**config.mk**
```make
export PLATFORM = sky130hd
export DESIGN_NAME = axi_xbar_aw_w_arb
export DESIGN_NICKNAME = d
export VERILOG_FILES = /design/src/rtl/axi_xbar_aw_w_arb.sv
export SDC_FILE = /design/constraint.sdc
export NUM_CORES = 1
export LEC_CHECK = 0
export ABC_AREA = 1
export CORE_ASPECT_RATIO = 1.25
export CORE_MARGIN = 2
export CORE_UTILIZATION = 41
export DETAILED_ROUTE_END_ITERATION = 7
export GPL_ROUTABILITY_DRIVEN = 0
export PLACE_DENSITY = 0.72
export SYNTH_ARGS = -nofsm -noshare
export SYNTH_HDL_FRONTEND = slang
export SYNTH_SLANG_ARGS = --single-unit
```
**constraint.sdc**
```tcl
create_clock -name clk_i -period 2.45 [get_ports clk_i]
set_input_delay 0.49 -clock clk_i [delete_from_list [all_inputs] [get_ports clk_i]]
set_output_delay 0.49 -clock clk_i [all_outputs]
set_load 0.005 [all_outputs]
```
**src/rtl/axi_xbar_aw_w_arb.sv**
```systemverilog
// AW arbiter for one crossbar master port with an in-order AW-to-W routing queue.
// Round-robin AW grant, locked until handshake; W beats follow accepted AW order.
module axi_xbar_aw_w_arb #(
    parameter int unsigned NoSlvPorts = 4,
    parameter int unsigned MaxWTrans  = 4,
    localparam int unsigned IdxW = ($clog2(NoSlvPorts) > 1) ? $clog2(NoSlvPorts) : 1,
    localparam int unsigned CntW = $clog2(MaxWTrans + 1),
    localparam int unsigned PtrW = ($clog2(MaxWTrans) > 1) ? $clog2(MaxWTrans) : 1
) (
    input  logic                  clk_i,
    input  logic                  rst_ni,
    input  logic [NoSlvPorts-1:0] slv_aw_valid_i,
    output logic [NoSlvPorts-1:0] slv_aw_ready_o,
    input  logic [NoSlvPorts-1:0] slv_w_valid_i,
    input  logic [NoSlvPorts-1:0] slv_w_last_i,
    output logic [NoSlvPorts-1:0] slv_w_ready_o,
    output logic                  mst_aw_valid_o,
    input  logic                  mst_aw_ready_i,
    output logic [IdxW-1:0]       mst_aw_sel_o,
    output logic                  mst_w_valid_o,
    output logic                  mst_w_last_o,
    input  logic                  mst_w_ready_i,
    output logic [IdxW-1:0]       mst_w_sel_o,
    output logic [CntW-1:0]       w_cnt_o
);

    typedef enum logic {
        IDLE,
        HOLD
    } state_e;

    state_e          state_q, state_d;
    logic [IdxW-1:0] rr_q;
    logic [IdxW-1:0] lock_q;
    logic [IdxW-1:0] winner;
    logic            any_valid;
    logic [IdxW:0]   pos;

    logic            aw_valid;
    logic [IdxW-1:0] aw_sel;
    logic            push;
    logic            pop;

    logic [IdxW-1:0] mem [MaxWTrans];
    logic [PtrW-1:0] wr_ptr_q;
    logic [PtrW-1:0] rd_ptr_q;
    logic [CntW-1:0] cnt_q;
    logic [IdxW-1:0] head;
    logic            q_empty;
    logic            q_full;

    function automatic logic [IdxW-1:0] next_idx(input logic [IdxW-1:0] idx);
        if (idx == IdxW'(NoSlvPorts - 1)) begin
            return '0;
        end
        return idx + 1'b1;
    endfunction

    function automatic logic [PtrW-1:0] next_ptr(input logic [PtrW-1:0] ptr);
        if (ptr == PtrW'(MaxWTrans - 1)) begin
            return '0;
        end
        return ptr + 1'b1;
    endfunction

    // Round-robin search starting at rr_q; pos stays below NoSlvPorts for any port count.
    always_comb begin
        winner    = '0;
        any_valid = 1'b0;
        pos       = '0;
        for (int unsigned off = 0; off < NoSlvPorts; off++) begin
            pos = {1'b0, rr_q} + (IdxW + 1)'(off);
            if (pos >= (IdxW + 1)'(NoSlvPorts)) begin
                pos = pos - (IdxW + 1)'(NoSlvPorts);
            end
            if (!any_valid && slv_aw_valid_i[pos[IdxW-1:0]]) begin
                any_valid = 1'b1;
                winner    = pos[IdxW-1:0];
            end
        end
    end

    assign q_empty = (cnt_q == '0);
    assign q_full  = (cnt_q == CntW'(MaxWTrans));
    assign head    = mem[rd_ptr_q];

    // State register
    always_ff @(posedge clk_i or negedge rst_ni) begin
        if (!rst_ni) begin
            state_q <= IDLE;
            rr_q    <= '0;
            lock_q  <= '0;
        end else begin
            state_q <= state_d;
            if (state_q == IDLE && aw_valid && !mst_aw_ready_i) begin
                lock_q <= winner;
            end
            if (push) begin
                rr_q <= next_idx(aw_sel);
            end
        end
    end

    // Next-state logic
    always_comb begin
        state_d = state_q;
        unique case (state_q)
            IDLE: if (aw_valid && !mst_aw_ready_i) state_d = HOLD;
            HOLD: if (push) state_d = IDLE;
            default: state_d = IDLE;
        endcase
    end

    // AW outputs; fullness uses the registered count so a same-cycle pop never frees a slot
    always_comb begin
        aw_valid       = 1'b0;
        aw_sel         = '0;
        slv_aw_ready_o = '0;
        if (rst_ni) begin
            unique case (state_q)
                IDLE: begin
                    if (any_valid && !q_full) begin
                        aw_valid = 1'b1;
                        aw_sel   = winner;
                    end
                end
                HOLD: begin
                    aw_valid = slv_aw_valid_i[lock_q];
                    aw_sel   = lock_q;
                end
                default: begin
                    aw_valid = 1'b0;
                    aw_sel   = '0;
                end
            endcase
            if (aw_valid) begin
                slv_aw_ready_o[aw_sel] = mst_aw_ready_i;
            end
        end
    end

    assign mst_aw_valid_o = aw_valid;
    assign mst_aw_sel_o   = aw_sel;
    assign push           = aw_valid & mst_aw_ready_i;

    // W routing from the queue head only; a freshly pushed entry is visible next cycle
    always_comb begin
        mst_w_valid_o = 1'b0;
        mst_w_last_o  = 1'b0;
        mst_w_sel_o   = '0;
        slv_w_ready_o = '0;
        if (rst_ni && !q_empty) begin
            mst_w_sel_o         = head;
            mst_w_valid_o       = slv_w_valid_i[head];
            mst_w_last_o        = slv_w_last_i[head];
            slv_w_ready_o[head] = mst_w_ready_i;
        end
    end

    assign pop = mst_w_valid_o & mst_w_ready_i & mst_w_last_o;

    always_ff @(posedge clk_i or negedge rst_ni) begin
        if (!rst_ni) begin
            wr_ptr_q <= '0;
            rd_ptr_q <= '0;
            cnt_q    <= '0;
        end else begin
            if (push) begin
                wr_ptr_q <= next_ptr(wr_ptr_q);
            end
            if (pop) begin
                rd_ptr_q <= next_ptr(rd_ptr_q);
            end
            unique case ({push, pop})
                2'b10:   cnt_q <= cnt_q + 1'b1;
                2'b01:   cnt_q <= cnt_q - 1'b1;
                default: cnt_q <= cnt_q;
            endcase
        end
    end

    always_ff @(posedge clk_i) begin
        if (push) begin
            mem[wr_ptr_q] <= aw_sel;
        end
    end

    assign w_cnt_o = cnt_q;

endmodule

```
==> results.yml, run 1 <==
status:
  outcome: "finished, violations left"
  violations: "negative setup slack"
die:
  fp-row-count: 24
  die_w_um: 58.3
  initial_core_util_pct: 42.9
  io_pins: 34
  dieHeight_um: 71.8
  core_area_mm2: 0.00351
  dieArea_mm2: 0.00418
timing:
  fin_crit_ns: 2.65
  worst_hold_slack_ns: 0.355
  final-setup-viol-count: 9
  final-max-slew-violation-count: 0
  setup_ws_ns: -0.204
  rsz0062_at_grt: "yes"
  relSlewSlack_pct: 80.4
  fin_crit_sh_pct: 108
  tightest_slew_ns: 0.293
  finalHoldViolCount: 0
  max_clock_freq_mhz: 377
  fin_skew_ns: 0.00247
synthesis:
  syn_area_mm2: 0.00151
  ys_seq_elements: 20
  synth_fp_nets: 230
  synth_cells: 207
  synth-seq-area-share_pct: 35.8
  yosys_warnings: 0
  syn-mean-instance-area_um2: 7.29
  ys_types: 29
worst_setup_path:
  rr_startpoint: "rr_q[0]"
  crit_slowest_cell: "dfrtp_2"
  path_delay_family: "buffers and inverters"
  crit_type: "flip-flop to primary output"
  slowest_delay_ns: 0.45
  crit_buf_inv: 7
  cp_max_fo: 6
  endpoint_kind: "primary output"
  crit_chain: "buf_12, clkinv_8, nand2_4, nand2_2, o21ai_2, inv_2, nand3_2, nand2_4, inv_2, nand3_2, nand2_2, inv_4, buf_6, nor2_4, buf_2"
  critPathLaunch: "rr_q[0]"
  cp-start-kind: "flip-flop"
  cp.arrival_ns: 2.16
  worstPathRequired_ns: 1.96
run:
  cap_violations: 0
clock_network:
  cts_tree: "built"
  cts_sinks: 20
  cts.htree.levels: 1
  root_buffer: "clkbuf_8"
  cts-buffers-inserted: 3
  clk_pin_slew_worst_paths_ns: 0.07
  clk_path_buf_depth: 2
  insertion_delay_ns: 0.26
place:
  dp.final_hpwl_um: 2790
  io_buffers: 33
  dp.cells: 305
  place_area_mm2: 0.00209
route:
  drc: 0
  ant_nets: 0
  routed_wl_um: 4980
  dr.max_layer_used: "met4"
  drtPass1Iterations: 4
  met2_length_um: 2730
  wl_met3_um: 266
  wl_per_cell_um: 14.5
  wl_met1_um: 1830
  vias: 1744
  drtIter0Drc: 36
  avgViaCountPerCell: 5.07
power_and_ir_drop:
  finalPower_uw: 3880
  power_density_mw_per_mm2: 1450
  ir_drop_v: 0.000973
  p_leak_uw: 0.00135
global_routing:
  antenna_found_initial: 0
  grt_pass1_wl_um: 7430
  grt_max_degree: 15
  gr-usage-all-layers_pct: 23.6
  first_global_vias: 1723
  grt_remaining_overflow: 0
cells_and_area:
  most-common-layout-cells: "51 x buf_4, 34 x nand2_1, 24 x nand2_2"
  final_net_count: 329
  finalInstanceArea_mm2: 0.00267
  instances_no_fill: 344
  drive_gt1_share_pct: 51.5
  final_common_cell: "buf_4"
  num_antenna_cells: 0
  area_growth_pct: 77.2
worst_hold_path:
  hp-class: "input port to asynchronous set/reset pin"
## per-stage QoR
| stage | TNS, ns | util, % | setup slack [ns] |
|---|---|---|---|
| finish | -1.12 | 76.1 | -0.204 |
| global route | -2.05 | 76.1 | -0.284 |
| CTS | -0.471 | 71.6 | -0.0935 |
| detailed placement | -6.33 | 59.5 | -0.675 |
| global placement | -5.87 | 59.5 | -0.611 |
| floorplan | 0 | - | 0.121 |
## registers in the layout, summed over array words and instances, names as in the netlist, named ones only
signal and count:
w_cnt_o 3, rd_ptr_q 2, wr_ptr_q 2, rr_q 2, lock_q 2, mem 8
## synth_stat cells, drive strengths merged
master / count / area share, %
a21oi: 3 / 0.99
a31oi: 2 / 0.83
ha: 6 / 5.0
fa: 1 / 1.3
xnor2: 1 / 0.58
xor2: 1 / 0.58
edfxtp: 8 / 16
nand3: 15 / 6.1
o21ai: 16 / 5.8
buf: 1 / 0.75
nor3: 3 / 0.99
nand4: 4 / 2.1
inv: 37 / 9.9
nor2: 25 / 7.9
dfrtp: 12 / 20
o221ai: 1 / 0.58
nand2: 71 / 21
## final timing paths
path	slack [ns]	endpoint	cells after the start
max	-0.20	slv_aw_ready_o[3]	15
min	0.35	wr_ptr_q[1]	3
max reg2reg	-0.14	w_cnt_o[2]	18
min reg2reg	0.57	w_cnt_o[0]	2
max in group asynchronous	1.90	rd_ptr_q[0]	3
min in group clk_i	0.57	w_cnt_o[0]	2
## report_power, final
part / switching [uW] / total [uW] / internal [uW]
logic: 1520 / 2960 / 1430
clock network: 109 / 327 / 218
registers: 112 / 600 / 488
## layout make-up
type | count | area (um^2)
clock inverters | 1 | 30.0
fillers | 227 | 840
repair buffers | 94 | 801
well taps | 39 | 48.8
inverters | 37 | 159
flip-flops and latches | 20 | 544
repair inverters | 1 | 6.26
clock buffers | 3 | 41.3
multi-input cells | 149 | 1040
## cells by family after synthesis
logic type	share of synthesized area (%)
flops	35.8
simple gates	37.9
buf+inv	10.6
fa+ha+maj	6.30
compound gates	8.21
xor+xnor	1.16
## worst min-delay path: stages
cell and delay [ns]:
dlymetal6s2s_1 0.13, buf_4 0.14, buf_4 0.22
## what timing repair did
| action | 4_1_cts | 5_1_grt |
|---|---|---|
| pin swaps | 25 | 15 |
| buffers inserted | 27 | 6 |
| endpoints found under the setup margin | 17 | 15 |
| resized for setup | 87 | 36 |
| hold buffers | 0 | 0 |
| gates cloned | 2 | 0 |
## layer usage
metal  global-route usage, %  vias to the layer above
li1                        -                      848
met1                    24.0                      817
met2                    44.9                       64
met3                    3.07                       15
met4                    12.7                        0
met5                       0                        -
No activity file was read; power rests on OpenSTA's default activity.
==> inputs of run 2 (changes only) <==
--- a/config.mk
+++ b/config.mk
@@ -12,6 +12,7 @@
 export DETAILED_ROUTE_END_ITERATION = 7
 export GPL_ROUTABILITY_DRIVEN = 0
 export PLACE_DENSITY = 0.72
+export SKIP_LAST_GASP = 1
 export SYNTH_ARGS = -nofsm -noshare
 export SYNTH_HDL_FRONTEND = slang
 export SYNTH_SLANG_ARGS = --single-unit
==> run 2 against run 1 <==
Register-to-register slack hardly changed; utilization is 0.32 points lower; highest routed layer unchanged; sequential share of layout area is 0.086 points higher; the flow still finishes with violations (negative setup slack); fmax is 0.75% higher; total power is 0.41% lower; sequential power hardly changed; combinational power hardly changed; non-clock buffer count stayed put.
==> results.yml, run 2 (synthesis results as in run 1) <==
timing:
  setup_ws_ns: -0.184
  final-setup-viol-count: 10
  final-max-slew-violation-count: 0
  rsz0062_at_grt: "yes"
  fin_crit_ns: 2.63
  tightest_slew_ns: 0.287
  max_clock_freq_mhz: 380
  relSlewSlack_pct: 80.8
  finalHoldViolCount: 0
  fin_skew_ns: 0.00273
  fin_crit_sh_pct: 108
die:
  initial_core_util_pct: 42.9
  dieArea_mm2: 0.00418
  core_area_mm2: 0.00351
  die_w_um: 58.3
  fp-row-count: 24
  dieHeight_um: 71.8
  io_pins: 34
global_routing:
  first_global_vias: 1723
  grt_max_degree: 15
  antenna_found_initial: 0
  grt_remaining_overflow: 0
  gr-usage-all-layers_pct: 23.6
  grt_pass1_wl_um: 7430
route:
  drtPass1Iterations: 4
  avgViaCountPerCell: 5.15
  vias: 1770
  wl_per_cell_um: 14.7
  ant_nets: 0
  routed_wl_um: 5070
  drc: 0
  drtIter0Drc: 46
run:
  cap_violations: 0
cells_and_area:
  nFillCells: 232
  num_antenna_cells: 0
  largest_register: "mem"
  drive_gt1_share_pct: 50.8
  most-common-layout-cells: "55 x buf_4, 36 x nand2_1, 23 x nand2_2"
  finalInstanceArea_mm2: 0.00266
  final_net_count: 329
  largest_register_ffs: 8
  final_common_cell: "buf_4"
  area_growth_pct: 76.5
worst_setup_path:
  crit_slowest_cell: "dfrtp_2"
  crit_buf_inv: 5
  cp.depth: 15
  cp-start-kind: "flip-flop"
  slowest_delay_ns: 0.44
  r2r_slack_ns: -0.14
  rr_worst_depth: 18
  path_delay_family: "simple AND/OR/NAND/NOR gates"
  endpoint_kind: "primary output"
  critical_path.most_common_cell: "nand2_4"
  worstPathRequired_ns: 1.96
  cp_max_fo: 6
  cp.arrival_ns: 2.14
  crit_chain: "buf_12, clkinv_8, nand2_4, nand2_4, nand2_4, nand2_2, nor2_4, nand3_1, nand3_2, nand3_4, nand2_4, inv_6, buf_6, nor2_4, buf_2"
  crit_type: "flip-flop to primary output"
clock_network:
  cts_tree: "built"
  cts-buffers-inserted: 3
  clk_pin_slew_worst_paths_ns: 0.08
  clk_path_buf_depth: 2
  insertion_delay_ns: 0.26
  cts.htree.levels: 1
  root_buffer: "clkbuf_8"
  cts_sinks: 20
place:
  io_buffers: 33
  dp.final_hpwl_um: 2790
  place_area_mm2: 0.00209
status:
  violations: "negative setup slack"
  outcome: "finished, violations left"
power_and_ir_drop:
  power_density_mw_per_mm2: 1450
  ir_drop_v: 0.000941
  p_leak_uw: 0.00134
  finalPower_uw: 3870
worst_hold_path:
  hp-class: "input port to asynchronous set/reset pin"
[run 2: what timing repair did]
action                                  4_1_cts  5_1_grt
endpoints found under the hold margin         0        0
pin swaps                                    25       18
setup buffers                                27        6
gates resized for setup                      86       31
endpoints found under the setup margin       17       15
hold buffers                                  0        0
cloned                                        2        0
[run 2: worst register-to-register path, stage by stage (launching register included)]
cell,delay [ns]
dfrtp_2,0.44
buf_12,0.16
clkinv_8,0.08
nand2_4,0.07
nand2_4,0.07
nand2_4,0.07
nand2_2,0.07
nor2_4,0.14
nand3_2,0.10
nand2_4,0.12
nand2_4,0.08
nand3_4,0.10
buf_6,0.13
ha_4,0.12
inv_2,0.04
fa_2,0.34
a21oi_2,0.12
o21ai_1,0.08
xor2_1,0.14
[run 2: metrics by stage]
step           setup TNS (ns)  utilization [%]  hold slack (ns)  setup slack (ns)  cells
2_1_floorplan               0                -            0.194             0.121    207
3_3_place_gp            -5.87             59.5            0.557            -0.611    305
3_5_place_dp            -6.33             59.5            0.558            -0.675    305
4_1_cts                -0.494             71.6            0.572           -0.0935    338
5_1_grt                 -2.19             75.8            0.388            -0.286    344
6_report                -1.04             75.8            0.351            -0.184    344
[run 2: final timing paths]
| check | endpoint | start |
|---|---|---|
| worst max-delay path | slv_aw_ready_o[3] | rr_q[0] |
| max in group asynchronous | rr_q[0] | rst_ni |
| worst max register to register | w_cnt_o[2] | rr_q[0] |
| min in group clk_i | w_cnt_o[0] | w_cnt_o[0] |
| worst min register to register | w_cnt_o[0] | w_cnt_o[0] |
| worst min-delay path | lock_q[1] | rst_ni |
[run 2: cell type report]
class	instances	area, um^2	share of cell area [%]
clock buffer	3	41.3	1.55
clock inverter	1	30.0	1.13
inverter	37	161	6.06
multi-input combinational	149	1040	39.1
sequential	20	544	20.4
tap	39	48.8	1.83
timing repair buffer	94	790	29.7
timing repair inverter	1	6.26	0.235
[run 2: metal layers]
metal	wire length [um]	track usage (%)	vias up
li1	-	-	854
met3	292	3.07	21
met1	1820	24.0	819
met5	0	0	-
met4	209	12.7	0
met2	2760	44.9	76
[run 2: power breakdown]
part | internal, uW | leakage (uW) | switching (uW)
registers | 488 | 0.000213 | 109
clock network | 218 | 0.0000357 | 113
logic | 1390 | 0.00110 | 1540
total | 2100 | 0.00134 | 1770
==> inputs of run 3 (changes only) <==
--- a/config.mk
+++ b/config.mk
@@ -7,7 +7,6 @@
 export LEC_CHECK = 0
 export ABC_AREA = 1
 export CORE_ASPECT_RATIO = 1.25
-export CORE_MARGIN = 2
 export CORE_UTILIZATION = 41
 export DETAILED_ROUTE_END_ITERATION = 7
 export GPL_ROUTABILITY_DRIVEN = 0
==> run 3 against run 2 <==
The flow still finishes with violations (negative setup slack); sequential share of layout area down 0.19 points; cell area increased by 0.94%; critical endpoint is now slv_aw_ready_o[2]; via count increased by 2.2%; register-to-register slack got worse by 0.14 ns; total power grew 2.7%.
==> results.yml, run 3 (synthesis results as in run 1) <==
status:
  outcome: "finished, violations left"
  violations: "negative setup slack"
route:
  drtIter0Drc: 93
  vias: 1809
  avgViaCountPerCell: 5.29
  routed_wl_um: 5190
  drc: 0
  drtPass1Iterations: 4
  wl_per_cell_um: 15.2
  ant_nets: 0
die:
  fp-row-count: 24
  dieArea_mm2: 0.00393
  io_pins: 34
  dieHeight_um: 69.8
  die_w_um: 56.3
  initial_core_util_pct: 42.9
  core_area_mm2: 0.00351
clock_network:
  root_buffer: "clkbuf_8"
  cts-buffers-inserted: 3
  cts.htree.levels: 1
  clk_pin_slew_worst_paths_ns: 0.07
  insertion_delay_ns: 0.26
  cts_tree: "built"
  cts_sinks: 20
  clk_path_buf_depth: 2
run:
  cap_violations: 0
timing:
  max_clock_freq_mhz: 365
  final-setup-viol-count: 9
  rsz0062_at_grt: "yes"
  fin_crit_sh_pct: 112
  worst_hold_slack_ns: 0.351
  tightest_slew_ns: 0.299
  final-max-slew-violation-count: 0
  finalHoldViolCount: 0
  fin_crit_ns: 2.74
  setup_ws_ns: -0.292
  relSlewSlack_pct: 80.0
  fin_skew_ns: 0.00110
worst_setup_path:
  cp-start-kind: "flip-flop"
  crit_type: "flip-flop to primary output"
  path_delay_family: "simple AND/OR/NAND/NOR gates"
  crit_chain: "buf_12, inv_6, nand2_2, nand2_2, nand2_2, nand2_2, nor2_4, buf_6, nand3_4, nand3_4, nand3_2, nand2_2, inv_4, buf_6, nor2_4, buf_2"
  slowest_delay_ns: 0.44
  crit_slowest_cell: "dfrtp_2"
  critical_path.most_common_cell: "nand2_2"
  worstPathRequired_ns: 1.96
  cp.arrival_ns: 2.25
  endpoint_kind: "primary output"
  crit_buf_inv: 6
  cp_max_fo: 6
cells_and_area:
  most-common-layout-cells: "49 x buf_4, 35 x nand2_1, 25 x nand2_2"
  final_net_count: 327
  finalInstanceArea_mm2: 0.00269
  largest_register: "mem"
  drive_gt1_share_pct: 50.5
  area_growth_pct: 78.1
  seqCellArea_um2: 544
  multiInputGateArea_mm2: 0.00106
  nFillCells: 225
  num_antenna_cells: 0
  largest_register_ffs: 8
  final_common_cell: "buf_4"
global_routing:
  gr-usage-all-layers_pct: 24.5
  antenna_found_initial: 0
  grt_max_degree: 16
  grt_pass1_wl_um: 7570
  first_global_vias: 1734
  grt_remaining_overflow: 0
place:
  io_buffers: 33
  place_area_mm2: 0.00210
  dp.final_hpwl_um: 2760
power_and_ir_drop:
  ir_drop_v: 0.000983
  finalPower_uw: 3970
  power_density_mw_per_mm2: 1480
  p_leak_uw: 0.00131
worst_hold_path:
  hp-class: "input port to asynchronous set/reset pin"
run 3: cell count changes in the layout (fill, tap and decap cells not counted), sizes merged:
cell / delta
buf: -3
dlymetal6s2s: -2
clkinv: -1
clkdlybuf4s50: +1
inv: +1
clkdlybuf4s15: +1
clkbuf: +1
run 3: worst paths after layout:
path | from | end | slack, ns | cells after the start
worst max-delay path | rr_q[0] | slv_aw_ready_o[2] | -0.29 | 16
worst max register to register | rr_q[0] | lock_q[0] | -0.28 | 19
min in group clk_i | w_cnt_o[0] | w_cnt_o[0] | 0.57 | 2
max in group asynchronous | rst_ni | rd_ptr_q[0] | 1.89 | 2
worst min-delay path | rst_ni | wr_ptr_q[1] | 0.35 | 2
worst min register to register | w_cnt_o[0] | w_cnt_o[0] | 0.57 | 2
run 3: repair_timing:
action | 4_1_cts | 5_1_grt
buffers inserted | 22 | 8
resized for setup | 79 | 44
pin swaps | 18 | 22
setup endpoints to repair | 17 | 13
endpoints found under the hold margin | 0 | 0
cloned | 1 | 1
hold buffers | 0 | 0
run 3: cell type report:
cell class | instances | share of cell area [%]
Clock buffer | 3 | 1.54
Clock inverter | 1 | 1.12
Inverter | 37 | 5.91
Multi-Input combinational cell | 149 | 39.3
Sequential cell | 20 | 20.3
Tap cell | 39 | 1.82
Timing Repair Buffer | 92 | 29.7
Timing Repair inverter | 1 | 0.326
run 3: worst register-to-register path: stages (launching register included):
cell and delay [ns]:
dfrtp_2 0.46, buf_12 0.17, nand2_2 0.11, nand2_2 0.09, o21ai_4 0.17, nand2_2 0.09
nand2_1 0.07, nand2_2 0.07, buf_4 0.13, buf_4 0.12, buf_4 0.12, buf_4 0.13
buf_4 0.13, buf_4 0.12, buf_4 0.12, buf_4 0.12, buf_4 0.12, buf_4 0.12
nand4_1 0.07, o21ai_1 0.08
run 3: routing by layer:
layer  track usage (%)  up-vias  share of wire, %
li1                  -      848                 -
met1              25.6      836                36
met2              46.7       96                54
met3              3.36       29               5.2
met4              11.7        0               4.8
met5                 0        -                 0
run 3: where the power goes:
group,switching [uW],internal (uW),leakage (uW)
Combinational,1580,1450,0.00106
Clock,113,218,0.0000357
Sequential,119,488,0.000213
run 3: per-stage QoR:
| step | setup WS [ns] | cells | utilization [%] | TNS [ns] |
|---|---|---|---|---|
| floorplan | 0.121 | 207 | - | 0 |
| CTS | -0.147 | 333 | 70.5 | -1.09 |
| global route | -0.366 | 342 | 76.5 | -2.67 |
| global placement | -0.628 | 306 | 59.8 | -6.19 |
| finish | -0.292 | 342 | 76.5 | -1.81 |
| detailed placement | -0.673 | 306 | 59.8 | -6.72 |
